File: src/rtl/sm_pkg.sv
// Shared constants, state encoding and helpers for the sign-magnitude accumulator.
package sm_pkg;

  localparam int DATA_W_DEF  = 18;
  localparam int GUARD_W_DEF = 6;
  localparam int CNT_W_DEF   = 8;

  typedef enum logic [1:0] {
    IDLE = 2'd0,
    ACC  = 2'd1,
    HOLD = 2'd2
  } state_e;

  // Callers widen their magnitude to 64 bits so one helper serves every width.
  function automatic logic sm_is_zero(input logic [63:0] mag);
    return (mag == 64'd0);
  endfunction

endpackage

File: src/rtl/sm_add_core.sv
// Combinational sign-magnitude adder: larger magnitude sets the sign, zero is always +0.
module sm_add_core
  import sm_pkg::*;
#(
  parameter int MAG_W = 23
) (
  input  logic             a_sign,
  input  logic [MAG_W-1:0] a_mag,
  input  logic             b_sign,
  input  logic [MAG_W-1:0] b_mag,
  output logic             sum_sign,
  output logic [MAG_W-1:0] sum_mag,
  output logic             carry
);

  // NOTE: every output gets a default first so no path through the block infers a latch.
  always_comb begin
    sum_sign = a_sign;
    sum_mag  = '0;
    carry    = 1'b0;
    if (a_sign == b_sign) begin
      {carry, sum_mag} = {1'b0, a_mag} + {1'b0, b_mag};
    end else if (a_mag >= b_mag) begin
      sum_mag = a_mag - b_mag;
    end else begin
      sum_sign = b_sign;
      sum_mag  = b_mag - a_mag;
    end
    if (sm_is_zero(64'(sum_mag))) sum_sign = 1'b0;
  end

endmodule

File: src/rtl/sm_accumulator.sv
// Streams sign-magnitude terms into a guard-bit accumulator and emits one saturated sum per packet.
module sm_accumulator
  import sm_pkg::*;
#(
  parameter int DATA_W  = DATA_W_DEF,
  parameter int GUARD_W = GUARD_W_DEF,
  parameter int CNT_W   = CNT_W_DEF
) (
  input  logic              clk,
  input  logic              rst_n,
  input  logic              clear,
  input  logic              in_valid,
  output logic              in_ready,
  input  logic [DATA_W-1:0] in_data,
  input  logic              in_last,
  output logic              out_valid,
  input  logic              out_ready,
  output logic [DATA_W-1:0] out_data,
  output logic              out_sat,
  output logic [CNT_W-1:0]  out_count
);

  localparam int OUT_MAG_W = DATA_W - 1;
  localparam int INT_MAG_W = OUT_MAG_W + GUARD_W;
  localparam logic [CNT_W-1:0]     CNT_MAX     = '1;
  localparam logic [INT_MAG_W-1:0] OUT_MAG_MAX = {{GUARD_W{1'b0}}, {OUT_MAG_W{1'b1}}};

  state_e                 state_q, state_d;
  logic                   acc_sign_q, acc_sign_d;
  logic [INT_MAG_W-1:0]   acc_mag_q, acc_mag_d;
  logic [CNT_W-1:0]       count_q, count_d;
  logic                   sticky_q, sticky_d;
  logic                   in_ready_q, in_ready_d;
  logic                   out_valid_q, out_valid_d;
  logic [DATA_W-1:0]      out_data_q, out_data_d;
  logic                   out_sat_q, out_sat_d;
  logic [CNT_W-1:0]       out_count_q, out_count_d;

  logic                   term_sign;
  logic [INT_MAG_W-1:0]   term_mag;
  logic                   accept;
  logic                   sum_sign;
  logic [INT_MAG_W-1:0]   sum_mag;
  logic                   sum_carry;
  logic                   fin_over;

  assign term_sign = in_data[DATA_W-1];
  assign term_mag  = {{GUARD_W{1'b0}}, in_data[DATA_W-2:0]};
  assign accept    = in_valid && in_ready_q;

  sm_add_core #(.MAG_W(INT_MAG_W)) u_add_core (
    .a_sign   (acc_sign_q),
    .a_mag    (acc_mag_q),
    .b_sign   (term_sign),
    .b_mag    (term_mag),
    .sum_sign (sum_sign),
    .sum_mag  (sum_mag),
    .carry    (sum_carry)
  );

  always_comb begin
    state_d     = state_q;
    acc_sign_d  = acc_sign_q;
    acc_mag_d   = acc_mag_q;
    count_d     = count_q;
    sticky_d    = sticky_q;
    out_data_d  = out_data_q;
    out_sat_d   = out_sat_q;
    out_count_d = out_count_q;
    fin_over    = 1'b0;

    case (state_q)
      IDLE: if (accept) begin
        acc_sign_d = term_sign && !sm_is_zero(64'(term_mag));
        acc_mag_d  = term_mag;
        count_d    = CNT_W'(1);
        sticky_d   = 1'b0;
        state_d    = in_last ? HOLD : ACC;
      end
      ACC: if (accept) begin
        // An overflowing magnitude clamps and leaves a sticky mark on the result.
        acc_sign_d = sum_sign;
        acc_mag_d  = sum_carry ? '1 : sum_mag;
        sticky_d   = sticky_q | sum_carry;
        count_d    = (count_q == CNT_MAX) ? count_q : count_q + 1'b1;
        if (in_last) state_d = HOLD;
      end
      HOLD: if (out_ready) begin
        state_d    = IDLE;
        acc_sign_d = 1'b0;
        acc_mag_d  = '0;
        count_d    = '0;
        sticky_d   = 1'b0;
      end
      default: state_d = IDLE;
    endcase

    // Result registers load only on the beat that closes a packet, so they hold through backpressure.
    if (state_q != HOLD && state_d == HOLD) begin
      fin_over    = acc_mag_d > OUT_MAG_MAX;
      out_data_d  = fin_over ? {acc_sign_d, {OUT_MAG_W{1'b1}}}
                             : {acc_sign_d, acc_mag_d[OUT_MAG_W-1:0]};
      out_sat_d   = fin_over | sticky_d;
      out_count_d = count_d;
    end

    in_ready_d  = (state_d != HOLD);
    out_valid_d = (state_d == HOLD);

    if (clear) begin
      state_d     = IDLE;
      acc_sign_d  = 1'b0;
      acc_mag_d   = '0;
      count_d     = '0;
      sticky_d    = 1'b0;
      in_ready_d  = 1'b1;
      out_valid_d = 1'b0;
      out_data_d  = '0;
      out_sat_d   = 1'b0;
      out_count_d = '0;
    end
  end

  // NOTE: sequential state uses non-blocking assignments so every flop samples pre-edge values.
  always_ff @(posedge clk or negedge rst_n) begin
    if (!rst_n) begin
      state_q     <= IDLE;
      acc_sign_q  <= 1'b0;
      acc_mag_q   <= '0;
      count_q     <= '0;
      sticky_q    <= 1'b0;
      in_ready_q  <= 1'b0;
      out_valid_q <= 1'b0;
      out_data_q  <= '0;
      out_sat_q   <= 1'b0;
      out_count_q <= '0;
    end else begin
      state_q     <= state_d;
      acc_sign_q  <= acc_sign_d;
      acc_mag_q   <= acc_mag_d;
      count_q     <= count_d;
      sticky_q    <= sticky_d;
      in_ready_q  <= in_ready_d;
      out_valid_q <= out_valid_d;
      out_data_q  <= out_data_d;
      out_sat_q   <= out_sat_d;
      out_count_q <= out_count_d;
    end
  end

  assign in_ready  = in_ready_q;
  assign out_valid = out_valid_q;
  assign out_data  = out_data_q;
  assign out_sat   = out_sat_q;
  assign out_count = out_count_q;

endmodule

File: config.mk
export PLATFORM = sky130hd
export DESIGN_NAME = sm_accumulator
export DESIGN_NICKNAME = d
export VERILOG_FILES = /design/src/rtl/sm_pkg.sv /design/src/rtl/sm_add_core.sv /design/src/rtl/sm_accumulator.sv
export SDC_FILE = /design/constraint.sdc
export NUM_CORES = 1
export LEC_CHECK = 0
export CAP_MARGIN = 20
export CORE_MARGIN = 10
export CORE_UTILIZATION = 25
export CTS_CLUSTER_DIAMETER = 60
export DETAILED_ROUTE_END_ITERATION = 6
export GPL_ROUTABILITY_DRIVEN = 0
export GPL_TIMING_DRIVEN = 0
export SLEW_MARGIN = 5
export SYNTH_ARGS = -nofsm -noshare
export SYNTH_HDL_FRONTEND = slang
export SYNTH_SLANG_ARGS = --single-unit
File: constraint.sdc
create_clock -name clk -period 4.36 [get_ports clk]
set_input_delay 0.436 -clock clk [delete_from_list [all_inputs] [get_ports clk]]
set_output_delay 0.436 -clock clk [all_outputs]
set_load 0.01 [all_outputs]
# After elaboration in Yosys (flattened, before gate mapping)
# Index checks and enable logic that the tools add are counted.
[word_totals]
reg_bits = 64
wordCells = 77
[classes]
n_addsub = 4
magnitude_cmp = 2
eq_ne = 7
mux = 44
bitwise = 2
n_reduce_logical = 8
[op_table]
columns = ["op", "count"]
rows = [
  ["two-way mux 23 bit", 7],
  ["one-hot mux 23 bit (3 select lines)", 1],
  ["two-way mux 8 bit", 7],
  ["logical NOT 23 bit", 2],
  ["two-way mux 18 bit", 2],
  ["adder 23 x 17 -> 24 bit", 1],
  ["one-hot mux 8 bit (3 select lines)", 1],
  [">= comparator 23 x 17 -> 1 bit", 1],
  ["> comparator 23 x 17 -> 1 bit, second input constant", 1],
  ["subtractor 17 x 23 -> 23 bit", 1],
  ["subtractor 23 x 17 -> 23 bit", 1],
  ["two-way mux 17 bit", 1],
  ["two-way mux 1 bit", 16],
  ["two-way mux 2 bit", 6],
  ["adder 8 x 1 -> 8 bit, second input constant", 1],
  ["equality test 8 bit, second input constant", 1],
  ["one-hot mux 1 bit (3 select lines)", 2],
  ["one-hot mux 2 bit (3 select lines)", 1],
  ["equality test 2 bit, second input constant", 2],
  ["!= test 2 bit, second input constant", 2],
  ["logical AND 1 bit", 3],
  ["equality test 2 x 1 -> 1 bit, second input constant", 1],
  ["logical NOT 2 bit", 1],
  ["OR 1 bit", 2],
  ["3 further kinds", 3],
]

# Longest topological paths before layout
# Gate-level depths: netlist (run 1).
[logic_depth]
depth_word = 10
ltp_mapped = 17
mapped_depth_nobuf = 15

# Cells and area by module
# Synthesis (run 1) repeated with hierarchy kept, for this count alone.
[unflattened]
hier_cells = 891
hier_area_um2 = 6975.4
[by_module_without_submodules]
columns = ["mod", "instances", "cells_per_inst", "area_each_um2", "seq_area_each_um2"]
rows = [
  ["sm_add_core", 1, 565, 3817.4, 0.0],
  ["sm_accumulator", 1, 326, 3158.0, 1601.5],
]

# Least setup slack after synthesis (run 1)
# No wires, ideal clock.
[synth_path]
path_kind = "reg2reg"
from = "register acc_mag_q[0]"
to = "register out_data_q[10], in the netlist out_data[10]"
arrival_time_ns = 3.480
required_ns = 4.217
path_slack_ns = 0.737
path_stages_with_launch = 17
synth_period_minus_slack_ns = 3.623
cell_sequence = "dfrtp_1 inv_1 ha_1 inv_1 fa_1 a21oi_1 o221ai_1 a211oi_1 a211oi_1 a2111oi_2 a211oi_2 o21a_1 o21ai_0 o31ai_1 nor3_4 buf_2 a211oi_1"
[synth_between]
elab_chain_cells = 10
[synth_lines]
columns = ["item", "line", "source"]
rows = [
  ["start: declaration", "sm_accumulator.sv:30", "logic [INT_MAG_W-1:0] acc_mag_q, acc_mag_d;"],
  ["start signal: assignment", "sm_accumulator.sv:140", "acc_mag_q <= acc_mag_d;"],
  ["subtractor 17 x 23 -> 23 bit (tied with other cells)", "sm_add_core.sv:27", "sum_mag = b_mag - a_mag;"],
  ["two-way mux 23 bit", "sm_add_core.sv:23", "end else if (a_mag >= b_mag) begin"],
  ["two-way mux 23 bit", "sm_add_core.sv:21", "if (a_sign == b_sign) begin"],
  ["two-way mux 23 bit", "sm_accumulator.sv:83", "acc_mag_d = sum_carry ? '1 : sum_mag;"],
  ["two-way mux 23 bit", "sm_accumulator.sv:80", "ACC: if (accept) begin"],
  ["one-hot mux 23 bit (3 select lines) (*)", "sm_accumulator.sv:72", "case (state_q)"],
  ["> comparator 23 x 17 -> 1 bit", "sm_accumulator.sv:100", "fin_over = acc_mag_d > OUT_MAG_MAX;"],
  ["two-way mux 17 bit (*)", "sm_accumulator.sv:101", "out_data_d = fin_over ? {acc_sign_d, {OUT_MAG_W{1'b1}}}"],
  ["two-way mux 18 bit (*)", "sm_accumulator.sv:99", "if (state_q != HOLD && state_d == HOLD) begin"],
  ["two-way mux 18 bit (*)", "sm_accumulator.sv:110", "if (clear) begin"],
  ["end signal: assignment", "sm_accumulator.sv:145", "out_data_q <= out_data_d;"],
  ["end: declaration", "sm_accumulator.sv:35", "logic [DATA_W-1:0] out_data_q, out_data_d;"],
]
# Mark *: on every way between the ends. The rest lies on a longest branch, timed or not. The select of a mux whose other input is x is not followed.
# A chain may end at the register's enable or synchronous reset.

# Worst setup path after layout (run 1)
[layout_path]
from = "input port in_data[7]"
to = "register out_data_q[17], in the netlist out_data[17]"
[layout_between]
elab_chain_cells = 9
[layout_lines]
columns = ["item", "line", "source"]
rows = [
  ["start: declaration", "sm_accumulator.sv:14", "input logic [DATA_W-1:0] in_data,"],
  ["subtractor 17 x 23 -> 23 bit (tied with other cells)", "sm_add_core.sv:27", ""],
  ["two-way mux 23 bit", "sm_add_core.sv:23", ""],
  ["two-way mux 23 bit", "sm_add_core.sv:21", ""],
  ["logical NOT 23 bit", "sm_pkg.sv:16", "return (mag == 64'd0);"],
  ["two-way mux 1 bit", "sm_add_core.sv:29", "if (sm_is_zero(64'(sum_mag))) sum_sign = 1'b0;"],
  ["two-way mux 1 bit", "sm_accumulator.sv:80", ""],
  ["one-hot mux 1 bit (3 select lines) (*)", "sm_accumulator.sv:72", ""],
  ["two-way mux 18 bit (*)", "sm_accumulator.sv:99", ""],
  ["two-way mux 18 bit (*)", "sm_accumulator.sv:110", ""],
]
# Marked as above.

==> impl_results.md, run 1 <==
* Worst setup EP type: flip-flop
* Share of cells above drive strength 1 at 10.7%
* DR iter-0 viols at 980
* Leakage at 3.27 nW
* Area Growth Syn to Fin at 23.1%
* Final count of pins violating max slew at 0
* Synth cell types at 75
* Max VDD drop at 0.000203 V
* Drt total wl at 26.1 mm
* Post-synth top area share at 24.6%
* EDFF count, synth at 0
* Port bufs at 51
* R2r setup slk at 220 ps
* Syn_area_per_cell at 7.49 sq um
* Crit path required time at 4550 ps
* TritonCTS clock tree: built
* PD cells at 311 nW/um^2
* Internal at 1.50 mW
* H-tree levels at 3
* Top FF cell, synth: dfrtp_1
* Crit path launch type: primary input
* # rows at 59
* Clk pwr share at 32.0%
* Buf/Inv on CP at 4
* Commonest non-fill, non-tap cell in the layout: nor2_1
* Slew @ Worst Pin at 820 ps
* Post-Synth Simple-Gate Area at 21.5%
* Nets at 1020
* X dimension of the die at 181 um
* CP max stage delay at 540 ps
* Fin Setup TNS at 0 ps
* # clock sinks at 64
* Initial Util at 25.2%
* Placed Area at 7440 sq um
* Top delay family on crit path: simple AND/OR/NAND/NOR gates
* Number of CTS-inserted buffers at 9
* Kind of critical path: in2reg
* Multiplexer area fraction after synthesis at 0.480%
* Syn nets at 951
* Reg power frac at 26.6%
* Number of global-route vias before repair at 6809
* Sw frac at 39.9%
* Sequential share of the synthesized area at 24.6%
* DR DRC count at 0
* Clock root buffer: clkbuf_16
* Post-route total power at 2.50 mW
* # diodes at 0
* Achievable frequency at 0.237 GHz
* Main combinational cell family by area after synthesis: compound AO/OA/AOI/OAI gates
* CTS max path bufs at 2
* P_sw at 995 uW
* Hold_buf cts at 0
* Clock skew at 6.68 ps
* Post-synthesis compound-gate area fraction at 31.7%
* Post-Synth Adder-Cell Area at 11.5%
* Post-route antenna net violation count at 0
* WHS at 209 ps
* Gate power share at 41.4%
* Rel. slew slack at 45.3%
* Total I/O pin count at 53
* Dominant cell type by area after synthesis: dfrtp_1
* Gr usage total at 15.1%
* Top cells by area, synth: dfrtp_1 (25%), ha_1 (11%), nor2_1 (7.1%)
* Initial antenna violation count at 0
* Critical-path top delay cell: or4_1
* GR Overflow Total at 0
* Commonest cells after routing, fill and taps aside: nor2_1 (119), a21oi_1 (84), nand2_1 (67), o21ai_0 (64), dfrtp_1 (63)
* Final Cell Area at 8020 sq um
* Synth Cell Area at 6510 sq um
* Max FO, Critical Path at 10
* Hold Violations, Final at 0
* Core area at 25800 sq um
* Clk pin slew, worst setup/hold paths at 60 ps
* Flops & latches, synth at 64
* Drt via density at 5.64
* Die area at 32900 sq um
* Largest net degree at the start of global routing at 65
* Post-synthesis cell count at 869
* Max Cap Violations at 0
* CP cell instances: dlygate4sd2_1, inv_1, ha_1, buf_4, nand4_1, nor3_4, a41oi_4, buf_4, and3_4, o31ai_4, xnor2_1, or4_1, or4_1, o31ai_4, a211oi_1
* Synth warnings at 0
* First-pass GRT wire length at 40.4 mm
* Ys async rst share at 100%
* Hold Path Class: in2async
* XOR/XNOR share of the synthesized area at 2.69%
* Total number of vias at 7208
* RSZ-0062 raised after global routing: no
* Die height at 181 um
* Routed len/inst at 20.4 um
* Worst Path Arrival at 4410 ps
* Final setup fails at 0
* Status: finished, final reports clean
* DRT Pass-1 Iters at 5
* Clk Latency, worst-skew pair at 340 ps
* Final min period at 4220 ps
* HPWL after detailed placement at 20.3 mm
* Period utilization at 96.7%
## final timing paths
kind	cells past startpoint	endpoint	start
min	1	out_count[7]	rst_n
max	15	out_data[17]	in_data[7]
max in group asynchronous	1	acc_mag_q[6]	rst_n
max reg2reg	15	out_data[17]	acc_mag_q[6]
min reg2reg	2	out_count[6]	out_count[6]
min in group clk	2	out_count[6]	out_count[6]
## cells by family (layout without fill, tap and decap cells)
group / Yosys count / after routing
compound gates: 309 / 309
xor+xnor: 20 / 20
flops: 64 / 64
buf+inv: 116 / 190
fa+ha+maj: 58 / 58
mux: 3 / 3
simple gates: 299 / 299
## stage by stage
stage,setup WS (ps),utilization (%),instances
2_1_floorplan,737,-,869
3_3_place_gp,-891,28.8,1255
3_5_place_dp,-802,28.8,1255
4_1_cts,5.51,30.5,1275
5_1_grt,4.62,31.0,1278
6_report,142,31.0,1278
## registers in the layout, indices dropped and copies added, names as in the netlist
register / flops
acc_mag_q: 23
acc_sign_q: 1
count_q: 8
in_ready: 1
out_count: 8
out_data: 18
out_sat: 1
out_valid: 1
state_q: 2
sticky_q: 1
## synthesized netlist by cell type, types with 4 or more instances
| cell type | n |
|---|---|
| a21oi_1 | 91 |
| nor3_1 | 19 |
| nor2_1 | 123 |
| nand2_1 | 68 |
| a21o_1 | 7 |
| ha_1 | 55 |
| nand3_1 | 21 |
| a31oi_1 | 10 |
| or4_1 | 4 |
| nor2b_1 | 9 |
| xnor2_1 | 19 |
| a2111oi_0 | 4 |
| o31ai_1 | 7 |
| buf_2 | 8 |
| a222oi_1 | 4 |
| buf_4 | 8 |
| o21ai_0 | 71 |
| a311oi_1 | 4 |
| nand4_1 | 12 |
| dfrtp_1 | 64 |
| o221ai_1 | 7 |
| nand3b_1 | 4 |
| nor4_1 | 10 |
| clkbuf_1 | 35 |
| a221oi_1 | 15 |
| a211oi_1 | 33 |
| o211ai_1 | 9 |
| inv_1 | 57 |
| o21bai_1 | 4 |
| nand2b_1 | 9 |
## power groups by stage
stage	logic, mW	registers [mW]	clock network [mW]
after floorplan	0.615	0.668	0
after global placement	0.949	0.671	0
after detailed placement	0.946	0.672	0
after CTS	0.977	0.662	0.807
after global routing	1.11	0.668	0.834
final	1.03	0.663	0.798
## metal layers
metal | part of all wire, % | routed length [um] | vias to the layer above | GRT usage (%)
li1 | - | - | 3320 | -
met1 | 43 | 11200 | 3403 | 20.4
met2 | 45 | 11700 | 402 | 23.8
met3 | 8.3 | 2170 | 83 | 2.31
met4 | 3.9 | 1020 | 0 | 5.56
met5 | 0 | 0 | - | 0
## layout make-up
cell class | count | area [sq um]
fillers | 2801 | 17800
multi-input cells | 689 | 4610
flip-flops and latches | 64 | 1600
repair buffers | 58 | 558
well taps | 335 | 419
plain buffers | 55 | 272
clock buffers | 10 | 239
inverters | 61 | 229
clock inverters | 6 | 91.3
## what timing repair did
action | CTS | global route
gates resized for setup | 32 | 44
setup endpoints to repair | 21 | 22
pin swaps | 4 | 3
setup buffers | 4 | 2
Power figures use the tool's default switching activity.
==> inputs of run 2 (changes only) <==
--- a/config.mk
+++ b/config.mk
@@ -7,7 +7,7 @@
 export LEC_CHECK = 0
 export CAP_MARGIN = 20
 export CORE_MARGIN = 10
-export CORE_UTILIZATION = 25
+export CORE_UTILIZATION = 30
 export CTS_CLUSTER_DIAMETER = 60
 export DETAILED_ROUTE_END_ITERATION = 6
 export GPL_ROUTABILITY_DRIVEN = 0
==> impl_results.md, run 2 (synthesis gave the netlist of run 1 again) <==
* DR iter-0 viols at 734 (-25%)
* Max FO, Critical Path at 10 (unchanged)
* Max reg flops at 23 (unchanged)
* CTS max path bufs at 2 (unchanged)
* Crit path required time at 4570 ps (+20 ps)
* Clk Latency, worst-skew pair at 350 ps (about the same)
* Worst Path Arrival at 4450 ps (+40 ps)
* Clk pin slew, worst setup/hold paths at 60 ps (about the same)
* Routed len/inst at 21.6 um (+5.7%)
* Clock skew at 15.5 ps (+8.86 ps)
* Buf/Inv on CP at 5 (+1)
* Post-route antenna net violation count at 0 (unchanged)
* Drt total wl at 26.3 mm (+0.90%)
* Period utilization at 97.2% (+0.44 points)
* DRT Pass-1 Iters at 5 (unchanged)
* Final count of pins violating max slew at 0 (unchanged)
* HPWL after detailed placement at 20.2 mm (-0.39%)
* First-pass GRT wire length at 40.2 mm (-0.58%)
* Nets at 1022 (+0.20%)
* Most flops, register: acc_mag_q
* # diodes at 0 (unchanged)
* Total number of vias at 7209 (+0.014%)
* Hold_buf cts at 0 (unchanged)
* Rel. slew slack at 33.6% (-12 points)
* # rows at 53 (-10%)
* Hold Path Class: in2async
* CP cell instances: clkdlybuf4s15_1, inv_1, ha_1, buf_4, nand4_2, a21oi_2, o2111ai_2, and3_1, buf_6, buf_4, a21oi_1, o21ai_1, xnor2_1, or4_1, or4_4, o31ai_4, a211oi_1
* Die height at 167 um (-7.8%)
* Final min period at 4240 ps (+19.2 ps)
* PD cells at 321 nW/um^2 (+3.3%)
* Top delay family on crit path: simple AND/OR/NAND/NOR gates
* Most common cell on crit path: buf_4
* Critical-path top delay cell: or4_1
* TritonCTS clock tree: built
* DR DRC count at 0 (unchanged)
* Pre-CTS setup slack at -1030 ps (-227 ps)
* Largest net degree at the start of global routing at 65 (unchanged)
* Share of cells above drive strength 1 at 10.5% (-0.23 points)
* Total I/O pin count at 53 (unchanged)
* Initial antenna violation count at 0 (unchanged)
* Achievable frequency at 0.236 GHz (-0.45%)
* Final setup fails at 0 (unchanged)
* H-tree levels at 3 (unchanged)
* Clock root buffer: clkbuf_16
* Crit path launch type: primary input
* Drt via density at 5.91 (+4.8%)
* # clock sinks at 64 (unchanged)
* Core area at 21200 sq um (-18%)
* Port bufs at 51 (unchanged)
* Die area at 28000 sq um (-15%)
* Leakage at 3.31 nW (+1.4%)
* Commonest non-fill, non-tap cell in the layout: nor2_1
* RSZ-0062 raised after global routing: no
* Hold Violations, Final at 0 (unchanged)
* Commonest cells after routing, fill and taps aside: nor2_1 (120), a21oi_1 (84), nand2_1 (66), o21ai_0 (64), dfrtp_1 (64)
* Max VDD drop at 0.000235 V (+16%)
* WHS at 189 ps (-19.8 ps)
* Max Cap Violations at 0 (unchanged)
* Number of global-route vias before repair at 6880 (+1.0%)
* Number of CTS-inserted buffers at 9 (unchanged)
* Min setup slack post-route at 123 ps (-19.2 ps)
* Initial Util at 30.7% (+5.5 points)
* Final Util at 37.6% (+6.6 points)
* Status: finished, final reports clean
* Worst setup EP type: flip-flop
* X dimension of the die at 167 um (-7.8%)
* Kind of critical path: in2reg
* GR Overflow Total at 0 (unchanged)
* Area Growth Syn to Fin at 22.7%
* CP max stage delay at 530 ps (about the same)
* Slew @ Worst Pin at 988 ps (+169 ps)
* Gr usage total at 17.8% (+2.7 points)
run 2: metal layers:
layer / vias to the layer above / track usage, % / part of all wire (%)
met5: - / 0 / 0
met4: 0 / 6.32 / 3.0
met3: 61 / 4.96 / 10
met2: 395 / 27.4 / 45
met1: 3432 / 23.2 / 42
li1: 3321 / - / -
run 2: path summary, 6_finish.rpt:
kind                       slack [ps]       endpoint          from  cells after the start
max reg2reg                       210   out_data[17]  acc_mag_q[0]                     15
min in group clk                  530   out_count[6]  out_count[6]                      2
max in group asynchronous        3630  acc_mag_q[18]         rst_n                      1
min                               190     count_q[2]         rst_n                      1
min reg2reg                       530   out_count[6]  out_count[6]                      2
max                               120   out_data[17]    in_data[4]                     17
run 2: stage by stage:
| step | cells | power [mW] | TNS [ps] | cell area (sq um) |
|---|---|---|---|---|
| 3_3_place_gp | 1195 | 1.62 | -20280 | 7370 |
| 3_5_place_dp | 1195 | 1.62 | -20240 | 7360 |
| 4_1_cts | 1217 | 2.52 | 0 | 7840 |
| 2_1_floorplan | 869 | 1.28 | 0 | 6510 |
| 6_report | 1220 | 2.57 | 0 | 7990 |
| 5_1_grt | 1220 | 2.67 | 0 | 7990 |
run 2: timing repair:
action	4_1_cts	5_1_grt
buffers inserted	6	3
cloned	0	0
gates resized for setup	30	38
pin swaps	4	4
endpoints found under the setup margin	22	21
run 2: final cells by class:
class	instances	area [sq um]
plain buffers	55	272
fillers	2272	13200
multi-input cells	689	4610
well taps	275	344
repair buffers	60	591
inverters	61	229
flip-flops and latches	64	1600
clock inverters	7	118
clock buffers	9	225
run 2: power by group:
part	internal [mW]	switching [mW]	leakage [nW]	total, mW
Sequential	0.626	0.0326	0.866	0.659
Clock	0.561	0.311	0.170	0.872
Combinational	0.360	0.675	2.28	1.04
Total	1.55	1.02	3.31	2.57
==> inputs of run 3 (changes only) <==
--- a/config.mk
+++ b/config.mk
@@ -11,7 +11,6 @@
 export CTS_CLUSTER_DIAMETER = 60
 export DETAILED_ROUTE_END_ITERATION = 6
 export GPL_ROUTABILITY_DRIVEN = 0
-export GPL_TIMING_DRIVEN = 0
 export SLEW_MARGIN = 5
 export SYNTH_ARGS = -nofsm -noshare
 export SYNTH_HDL_FRONTEND = slang
==> impl_results.md, run 3 (synthesis gave the netlist of run 1 again) <==
* Status: finished, final reports clean
* Share of cells above drive strength 1 at 17.8% (+7.3 points)
* Number of CTS-inserted buffers at 9 (unchanged)
* R2r setup slk at 370 ps (+160 ps)
* Clock root buffer: clkbuf_16
* Period utilization at 95.7% (-1.5 points)
* Final count of pins violating max slew at 0 (unchanged)
* Most flops, register: acc_mag_q
* Gr usage total at 17.5% (-0.23 points)
* Fin Setup TNS at 0 ps (unchanged)
* Area Growth Syn to Fin at 29.4%
* Die area at 28000 sq um (unchanged)
* Max Cap Violations at 0 (unchanged)
* FF-to-FF path depth at 13 (-2)
* Multi-input gate area at 4470 sq um (-3.1%)
* Routed len/inst at 19.9 um (-7.9%)
* DR iter-0 viols at 712 (-3.0%)
* Clk pin slew, worst setup/hold paths at 60 ps (about the same)
* Drt via density at 5.66 (-4.2%)
* Hold_buf cts at 0 (unchanged)
* Worst setup EP type: flip-flop
* Reg area at 1600 sq um (unchanged)
* Worst Path Arrival at 4360 ps (-90 ps)
* Fillers at 2252 (-0.88%)
* Total I/O pin count at 53 (unchanged)
* DR DRC count at 0 (unchanged)
* Nets at 1091 (+6.8%)
* CTS max path bufs at 2 (unchanged)
* Number of global-route vias before repair at 7096 (+3.1%)
* Clock skew at 7.71 ps (-7.82 ps)
* Port bufs at 52 (+2.0%)
* Final min period at 4170 ps (-64.3 ps)
* Initial antenna violation count at 0 (unchanged)
* X dimension of the die at 167 um (unchanged)
* TritonCTS clock tree: built
* HPWL after detailed placement at 20.4 mm (+0.58%)
* Crit path launch type: primary input
* # rows at 53 (unchanged)
* Clk Latency, worst-skew pair at 340 ps (about the same)
* DRT Pass-1 Iters at 5 (unchanged)
* Min setup slack post-route at 188 ps (+64.3 ps)
* # diodes at 0 (unchanged)
* R2r endpoint: acc_sign_q
* Largest net degree at the start of global routing at 37 (-43%)
* Max VDD drop at 0.000234 V (-0.43%)
* Post-route antenna net violation count at 0 (unchanged)
* # clock sinks at 64 (unchanged)
* FF-to-FF Start: acc_mag_q[6]
* Total number of vias at 7290 (+1.1%)
* Hold Path Class: in2async
* GR Overflow Total at 0 (unchanged)
* First-pass GRT wire length at 40.0 mm (-0.39%)
* Slew @ Worst Pin at 794 ps (-194 ps)
* Die height at 167 um (unchanged)
* Initial Util at 30.7% (unchanged)
* Commonest non-fill, non-tap cell in the layout: buf_4
* Hold Violations, Final at 0 (unchanged)
* Kind of critical path: in2reg
* Leakage at 3.63 nW (+9.4%)
* Achievable frequency at 0.240 GHz (+1.5%)
* H-tree levels at 3 (unchanged)
* PD cells at 299 nW/um^2 (-6.9%)
* Pre-CTS setup slack at -188 ps (+841 ps)
* Commonest cells after routing, fill and taps aside: buf_4 (132), nor2_1 (123), a21oi_1 (90), o21ai_0 (70), nand2_1 (68)
* Crit path required time at 4540 ps (-30 ps)
* Max FO, Critical Path at 3 (-7)
* Rel. slew slack at 47.1% (+13 points)
* Critical path origin: in_data[0]
* Final setup fails at 0 (unchanged)
* Max reg flops at 23 (unchanged)
* Drt total wl at 25.6 mm (-2.7%)
* WHS at 149 ps (-40.3 ps)
* Core area at 21200 sq um (unchanged)
[run 3: how the worst max path moves through the flow]
stage,end,slack (ps),cells past startpoint
6_report,acc_sign_q,190,16
5_1_grt,acc_sign_q,-10,15
4_1_cts,acc_sign_q,170,16
3_5_place_dp,acc_sign_q,-190,16
3_3_place_gp,acc_sign_q,-150,16
2_1_floorplan,out_data[10],740,16
[run 3: layout make-up]
class	instances	share of cell area [%]
multi-input cells	689	53.0
flip-flops and latches	64	19.0
repair buffers	184	17.8
inverters	61	2.72
clock buffers	9	2.67
clock inverters	6	0.727
well taps	275	4.08
[run 3: timing repair]
action                                  CTS  global route
endpoints found under the setup margin    0             4
endpoints found under the hold margin     0             0
setup buffers                             0             0
resized for setup                         0             8
[run 3: power breakdown]
group          switching, mW  internal (mW)  total, mW  leakage [nW]
sequential            0.0394          0.627      0.666         0.866
clock                  0.290          0.437      0.727         0.141
combinational          0.660          0.468       1.13          2.62
total                  0.989           1.53       2.52          3.63
[run 3: through the flow]
| stage | instance area (sq um) | utilization (%) | instances | power (mW) |
|---|---|---|---|---|
| floorplan | 6510 | - | 869 | 1.28 |
| global placement | 8100 | 38.2 | 1273 | 1.77 |
| detailed placement | 8100 | 38.2 | 1273 | 1.77 |
| CTS | 8390 | 39.5 | 1288 | 2.51 |
| global route | 8430 | 39.7 | 1288 | 2.65 |
| finish | 8430 | 39.7 | 1288 | 2.52 |
[run 3: worst max-delay path, stage by stage]
cell and delay [ps]:
clkdlybuf4s50_1 550, buf_4 170, inv_1 50, ha_1 200, inv_1 60, fa_1 270
a211oi_2 110, nor3_1 360, nor2_1 160, and3_4 220, o31ai_4 210, xnor2_1 150
or4_1 530, or4_1 450, o31ai_2 300, a211oi_1 130
[run 3: metal layers]
layer  track usage (%)  vias to the layer above  part of all wire [%]
met3              3.42                       43                   7.4
li1                  -                     3449                     -
met4              5.03                        0                   2.3
met1              23.8                     3475                    45
met5                 0                        -                     0
met2              27.5                      323                    45
